<file path="config.mk">
export PLATFORM = sky130hd
export DESIGN_NAME = param_readback_tx
export DESIGN_NICKNAME = d
export VERILOG_FILES = /design/src/rtl/param_readback_tx.sv
export SDC_FILE = /design/constraint.sdc
export NUM_CORES = 1
export LEC_CHECK = 0
export CORE_UTILIZATION = 40
export DETAILED_ROUTE_END_ITERATION = 6
export MAX_ROUTING_LAYER = met4
export RECOVER_POWER = 100
export SYNTH_ARGS = -nofsm -noshare
export SYNTH_HDL_FRONTEND = slang
export SYNTH_SLANG_ARGS = --single-unit
</file>
<file path="constraint.sdc">
create_clock -name clk -period 4.1 [get_ports clk]
set_input_delay 0.615 -clock clk [delete_from_list [all_inputs] [get_ports clk]]
set_output_delay 0.615 -clock clk [all_outputs]
set_load 0.02 [all_outputs]
</file>
<file path="src/rtl/param_readback_tx.sv">
// Readback transmitter: snapshots the pulse-programmer settings and sends
// them as a 12-byte 8N1 UART frame (header, 10 payload bytes, XOR checksum).
//
// state | meaning
// ------+---------------------------------------------------------------
// IDLE  | line high, waiting for send; snapshot taken on the accepting edge
// START | start bit (0) of the current byte
// DATA  | 8 data bits of the current byte, LSB first
// STOP  | stop bit (1); then next byte or back to IDLE after byte 11
module param_readback_tx #(
    parameter int CLKS_PER_BIT = 104
) (
    input  logic        clk,
    input  logic        reset,
    input  logic        send,
    input  logic [7:0]  per,
    input  logic [15:0] p1wid,
    input  logic [15:0] del,
    input  logic [15:0] p2wid,
    input  logic [7:0]  cp,
    input  logic [7:0]  p_bl,
    input  logic        pu,
    input  logic        nut,
    input  logic        bl,
    output logic        RS232_Tx,
    output logic        busy,
    output logic        done
);

    localparam int CW = (CLKS_PER_BIT > 1) ? $clog2(CLKS_PER_BIT) : 1;
    localparam logic [CW-1:0] BIT_LAST  = CW'(CLKS_PER_BIT - 1);
    localparam logic [3:0]    LAST_BYTE = 4'd11;
    localparam logic [7:0]    HEADER    = 8'hA5;

    typedef enum logic [1:0] {IDLE, START, DATA, STOP} state_t;

    state_t        state, state_nxt;
    logic [CW-1:0] bit_cnt, bit_cnt_nxt;
    logic [2:0]    bit_idx, bit_idx_nxt;
    logic [3:0]    byte_idx, byte_idx_nxt;
    logic          tx_q, tx_nxt;
    logic          capture;
    logic          bit_end;

    logic [7:0]    snap_per;
    logic [15:0]   snap_p1wid;
    logic [15:0]   snap_del;
    logic [15:0]   snap_p2wid;
    logic [7:0]    snap_cp;
    logic [7:0]    snap_p_bl;
    logic [2:0]    snap_flags;

    logic [7:0]    checksum;
    logic [7:0]    cur_byte;

    assign bit_end  = (bit_cnt == BIT_LAST);
    assign RS232_Tx = tx_q;
    assign busy     = (state != IDLE);
    assign done     = (state == STOP) && bit_end && (byte_idx == LAST_BYTE);

    // XOR of the ten payload bytes, taken from the snapshot only
    always_comb begin
        checksum = snap_per
                 ^ snap_p1wid[15:8] ^ snap_p1wid[7:0]
                 ^ snap_del[15:8]   ^ snap_del[7:0]
                 ^ snap_p2wid[15:8] ^ snap_p2wid[7:0]
                 ^ snap_cp ^ snap_p_bl ^ {5'b0, snap_flags};
    end

    // Frame byte selected by the byte index
    always_comb begin
        cur_byte = 8'hFF;
        case (byte_idx)
            4'd0:    cur_byte = HEADER;
            4'd1:    cur_byte = snap_per;
            4'd2:    cur_byte = snap_p1wid[15:8];
            4'd3:    cur_byte = snap_p1wid[7:0];
            4'd4:    cur_byte = snap_del[15:8];
            4'd5:    cur_byte = snap_del[7:0];
            4'd6:    cur_byte = snap_p2wid[15:8];
            4'd7:    cur_byte = snap_p2wid[7:0];
            4'd8:    cur_byte = snap_cp;
            4'd9:    cur_byte = snap_p_bl;
            4'd10:   cur_byte = {5'b0, snap_flags};
            4'd11:   cur_byte = checksum;
            default: cur_byte = 8'hFF;
        endcase
    end

    // Next-state, counters and next line level
    always_comb begin
        state_nxt    = state;
        bit_cnt_nxt  = bit_cnt;
        bit_idx_nxt  = bit_idx;
        byte_idx_nxt = byte_idx;
        tx_nxt       = tx_q;
        capture      = 1'b0;
        case (state)
            IDLE: begin
                bit_cnt_nxt  = '0;
                bit_idx_nxt  = '0;
                byte_idx_nxt = '0;
                tx_nxt       = 1'b1;
                if (send) begin
                    capture   = 1'b1;
                    state_nxt = START;
                    tx_nxt    = 1'b0;
                end
            end
            START: begin
                if (bit_end) begin
                    bit_cnt_nxt = '0;
                    bit_idx_nxt = '0;
                    state_nxt   = DATA;
                    tx_nxt      = cur_byte[0];
                end else begin
                    bit_cnt_nxt = bit_cnt + 1'b1;
                end
            end
            DATA: begin
                if (bit_end) begin
                    bit_cnt_nxt = '0;
                    if (bit_idx == 3'd7) begin
                        state_nxt = STOP;
                        tx_nxt    = 1'b1;
                    end else begin
                        bit_idx_nxt = bit_idx + 3'd1;
                        tx_nxt      = cur_byte[bit_idx_nxt];
                    end
                end else begin
                    bit_cnt_nxt = bit_cnt + 1'b1;
                end
            end
            STOP: begin
                if (bit_end) begin
                    bit_cnt_nxt = '0;
                    if (byte_idx == LAST_BYTE) begin
                        state_nxt = IDLE;
                    end else begin
                        byte_idx_nxt = byte_idx + 4'd1;
                        state_nxt    = START;
                        tx_nxt       = 1'b0;
                    end
                end else begin
                    bit_cnt_nxt = bit_cnt + 1'b1;
                end
            end
            default: begin
                state_nxt = IDLE;
                tx_nxt    = 1'b1;
            end
        endcase
    end

    // FSM state register
    always_ff @(posedge clk or posedge reset) begin
        if (reset) state <= IDLE;
        else       state <= state_nxt;
    end

    // Counters and registered line driver; reset forces the line high at once
    always_ff @(posedge clk or posedge reset) begin
        if (reset) begin
            bit_cnt  <= '0;
            bit_idx  <= '0;
            byte_idx <= '0;
            tx_q     <= 1'b1;
        end else begin
            bit_cnt  <= bit_cnt_nxt;
            bit_idx  <= bit_idx_nxt;
            byte_idx <= byte_idx_nxt;
            tx_q     <= tx_nxt;
        end
    end

    // Parameter snapshot, frozen for the whole frame
    always_ff @(posedge clk or posedge reset) begin
        if (reset) begin
            snap_per   <= '0;
            snap_p1wid <= '0;
            snap_del   <= '0;
            snap_p2wid <= '0;
            snap_cp    <= '0;
            snap_p_bl  <= '0;
            snap_flags <= '0;
        end else if (capture) begin
            snap_per   <= per;
            snap_p1wid <= p1wid;
            snap_del   <= del;
            snap_p2wid <= p2wid;
            snap_cp    <= cp;
            snap_p_bl  <= p_bl;
            snap_flags <= {bl, nut, pu};
        end
    end

endmodule

</file>
# After elaboration in Yosys (flattened, before gate mapping)
# Cells that the tools add are included.
# W data, S select, Z words.
# classes
add_sub_neg,3
order_cmp,1
eq_ne,23
mux,28
n_bitwise,9
n_reduce_logical,12
# op_table
cell,n
$pmux W8 S12,1
$xor A8 B8 Y8,8
$eq A4 B3 Y1 const B,4
$eq A4 B4 Y1 const B,4
$ne A2 B2 Y1 const B,7
$pmux W7 S2,1
$mux W1,10
$mux W2,5
$mux W3,3
$pmux W3 S3,1
$eq A4 B2 Y1 const B,2
$mux W4,2
$pmux W2 S4,1
$pmux W4 S2,1
$reduce_and A4 Y1,2
$xor A8 B3 Y8,1
$add A7 B1 Y7 const B,1
$eq A7 B7 Y1 const B,1
$mux W7,1
$reduce_and A5 Y1,1
$add A4 B1 Y4 const B,1
$eq A2 B2 Y1 const B,2
$eq A4 B1 Y1 const B,1
$logic_not A4 Y1,1
12 further kinds,14
# totals
register_bits,92
in_bits,78
output_inout_bits,3
wordCells,88

# Logic depth before layout (Yosys ltp)
# logic_depth
ltp_word,15
depth_mapped,11
depth_no_buf,9

# Least setup slack after synthesis
# No wires, ideal clock.
# synth_path
kind,register to output
from,register bit_cnt[0]
to,output done
arrival_time_ns,1.582
slack_ns,1.903
path_stages_with_launch,7
n_path_buf,1
cell_sequence,dfrtp_1 ha_1 nand3_1 nor3b_1 buf_4 nand2_1 nor2_1
# synth_via
elab_chain_cells,3
# synth_lines
element,line,source
from (decl),38,"logic [CW-1:0] bit_cnt, bit_cnt_nxt;"
from (signal assigned),169,bit_cnt <= bit_cnt_nxt;
$eq A7 B7 Y1,56,assign bit_end = (bit_cnt == BIT_LAST);
$logic_and A1 B1 Y1 (2 in series),59,assign done = (state == STOP) && bit_end && (byte_idx == LAST_BYTE);
to (decl),27,output logic done
# Every way passes these cells.

# Worst setup path in the final report
# layout_path
from,register byte_idx[1]
to,output done
# layout_via
elab_chain_cells,2
# layout_lines
element,line,source
from (decl),40,"logic [3:0] byte_idx, byte_idx_nxt;"
from (signal assigned),171,byte_idx <= byte_idx_nxt;
$eq A4 B4 Y1,59,
$logic_and A1 B1 Y1,59,
# Every way passes these cells.

==> run metrics <==
ys flop type dfrtp_1; CP endpoint kind output port; metal3 WL 560 um; kind of critical path flip-flop to output port; dpl hpwl 7830 um; Post-CTS Hold Fix Bufs 0; static leakage 2.81 nW; vias in the first global route 3754; CP required 3.48 ns; max_cap viols 3; total track usage 18.9%; Register Area 0.00230 mm^2; fillcell total 1157; final worst path period share 86.3%; core region area 0.0126 mm^2; Design Area, Final 0.00635 mm^2; delay-heaviest family, CP adder cells; Nets 607; status finished, violations left; routed via count 3639; Remaining DRCs 0; crit path launch type flip-flop; first-pass GRT wire length 18600 um; Layout area overhead 23.5%; Tmin final 3.54 ns; initial antenna violation count 0; PortBufs 80; grt total ovfl 0; drt pass-1 iters 4; later-pin clock latency in the skew report 0.34 ns; Worst Hold Slack 0.502 ns; clock buffer depth 2; post_cts resized 0; DR iter-0 viols 158; CTS tree built; Total Die Area 0.0133 mm^2; Slew HR -29.7%; number of synthesis warnings 0; clk slew on worst S/H paths 0.06 ns; # IOs 81; Slew @ Worst Pin 1.95 ns; top routing layer used met4; die width 115 um; endpoints failing setup 0; largest net degree at the start of global routing 65; EDFF count, synth 0; share of the synthesized area in the top cell type 44.3%; CTS buffer count 9; post-synthesis cell area 0.00514 mm^2; worst-path cell with the longest stage delay ha_1; CTS root buf clkbuf_16; peak supply drop 0.201 mV; ys async rst share 100%; diode count 0; CP Max Fanout 18; post-synthesis sequential area ratio 44.8%; Initial Utilization 40.9%; top post-synthesis cells by area dfrtp_1 (44%), mux2_2 (17%), xnor2_1 (8.3%); via density per instance 5.27; M1 WL 5050 um; area post-placement 0.00610 mm^2; crit-path max cell delay 0.74 ns; Netlist cell types 50; post-CTS setup buffers 0; post-synth top area cell dfrtp_1; Site Rows 41; RSZ-0062 raised after global routing no; wire length on met2 5380 um; Final Hold Vio Count 0; CTS sink count 92; Seq cells post-synth 92; gpl congestion 0.862; die height 115 um; final setup TNS 0 ns; Hold Crit Class flip-flop to flip-flop; Routed WL 11200 um; wire per inst 16.2 um; area of the multi-input gates 0.00266 mm^2; Final Max Tran Viols 140; syn avg cell area 11.6 um^2; Clock Skews 0.00642 ns; H-tree levels 3; worst-path cell chain ha_1 > nand2_1 > nor2_1 > dlygate4sd3_1; share of cells above drive strength 1 19.1%; Buf/Inv on CP 1; remaining antenna violation count 0; fmax 0.283 GHz; syn nets 534; CP arrival 2.92 ns; Cell Pwr Density 292 mW/mm^2; failing checks max-capacitance violations, max-slew violations; Post-Syn Instances 444
[metrics by stage]
| step | setup slack (ns) | std cells | total power [W] | util (%) |
|---|---|---|---|---|
| 5_1_grt | 0.302 | 691 | 0.00192 | 50.5 |
| 3_5_place_dp | 1.03 | 678 | 0.00102 | 48.5 |
| 6_report | 0.560 | 691 | 0.00185 | 50.5 |
| 3_3_place_gp | 1.07 | 678 | 0.00102 | 48.5 |
| 4_1_cts | 0.636 | 691 | 0.00188 | 50.9 |
| 2_1_floorplan | 1.09 | 444 | 0.000939 | - |
[placed cells by master (no fill, tap or decap), drive strengths merged, types with 4 or more instances in the layout]
cell / Yosys / routed
ha: 12 / 12
nand3: 10 / 10
mux2: 78 / 78
inv: 12 / 11
a211oi: 5 / 5
xnor3: 5 / 5
xor2: 11 / 11
a21oi: 18 / 18
nor2b: 4 / 4
a22oi: 9 / 9
clkbuf: 13 / 14
a222oi: 6 / 6
nor2: 14 / 14
xnor2: 50 / 50
nor3: 4 / 4
o21ai: 20 / 20
a221oi: 5 / 5
dfrtp: 91 / 91
clkdlybuf4s50: 0 / 76
dlygate4sd3: 0 / 4
nand2: 22 / 22
[report_power, final]
group | switching, W | internal, W | total [W]
Combinational | 0.0000291 | 0.0000643 | 0.0000934
Clock | 0.000327 | 0.000523 | 0.000850
Sequential | 0 | 0.000908 | 0.000908
Total | 0.000356 | 0.00150 | 0.00185
[path summary, 6_finish.rpt]
path,startpoint,endpoint,slack (ns),cells after the start
max in group asynchronous,reset,snap_p2wid[11]$_DFFE_PP0P_,0.92,3
setup reg to reg,state[0]$_DFFE_PP0P_,snap_p2wid[10]$_DFFE_PP0P_,1.00,5
min in group asynchronous,reset,snap_p1wid[2]$_DFFE_PP0P_,0.90,2
setup / recovery,byte_idx[1]$_DFFE_PP0P_,done,0.56,4
hold reg to reg,bit_cnt[0]$_DFF_PP0_,bit_cnt[0]$_DFF_PP0_,0.50,1
hold / removal,bit_cnt[0]$_DFF_PP0_,bit_cnt[0]$_DFF_PP0_,0.50,1
[sequential cells by signal, summed over array words and instances, names as in the netlist, 3 cells and up]
signal,count
bit_cnt,7
bit_idx,3
byte_idx,4
snap_cp,8
snap_del,16
snap_flags,3
snap_p1wid,16
snap_p2wid,16
snap_p_bl,8
snap_per,8
[cell usage after synthesis, types with 2 or more instances]
library cell and number:
ha_1 12, o21ai_0 20, a22oi_1 9, o22ai_1 2
nand2_1 22, xnor2_1 49, and3_1 3, clkbuf_1 12
mux2i_1 3, a222oi_1 6, o311ai_0 3, nor4_1 2
a31oi_1 2, inv_1 12, o221ai_1 2, nor2b_1 4
a22o_1 3, dfrtp_1 91, xnor3_1 5, nand2b_1 2
a211oi_1 5, a311oi_1 2, a221oi_1 5, mux2_2 78
nor3b_1 3, nand3_1 10, nor3_1 4, buf_2 10
nand3b_1 2, xor2_1 11, nor2_1 14, a21oi_1 18
[final cells by class]
cell class / count / area share (%)
clock buffer: 10 / 3.61
clock inverter: 3 / 1.03
inverter: 12 / 0.729
multi-input combinational: 316 / 41.8
sequential: 92 / 36.3
tap: 172 / 3.39
timing repair buffer: 86 / 13.1
[kinds of logic after synthesis]
family | share of synthesized area, %
AOI/OAI and AO/OA | 12.4
xor gates and xnor gates | 12.7
adders and majority gates | 2.92
buffers and inverters | 3.14
DFF | 44.8
muxes | 17.7
and+or+nand+nor | 6.35
[layer usage]
layer	track usage, %	up-vias
met3	4.22	16
met5	-	-
met4	6.75	0
li1	-	1751
met2	29.9	82
met1	23.8	1790
No activity file was read; power rests on OpenSTA's default activity.
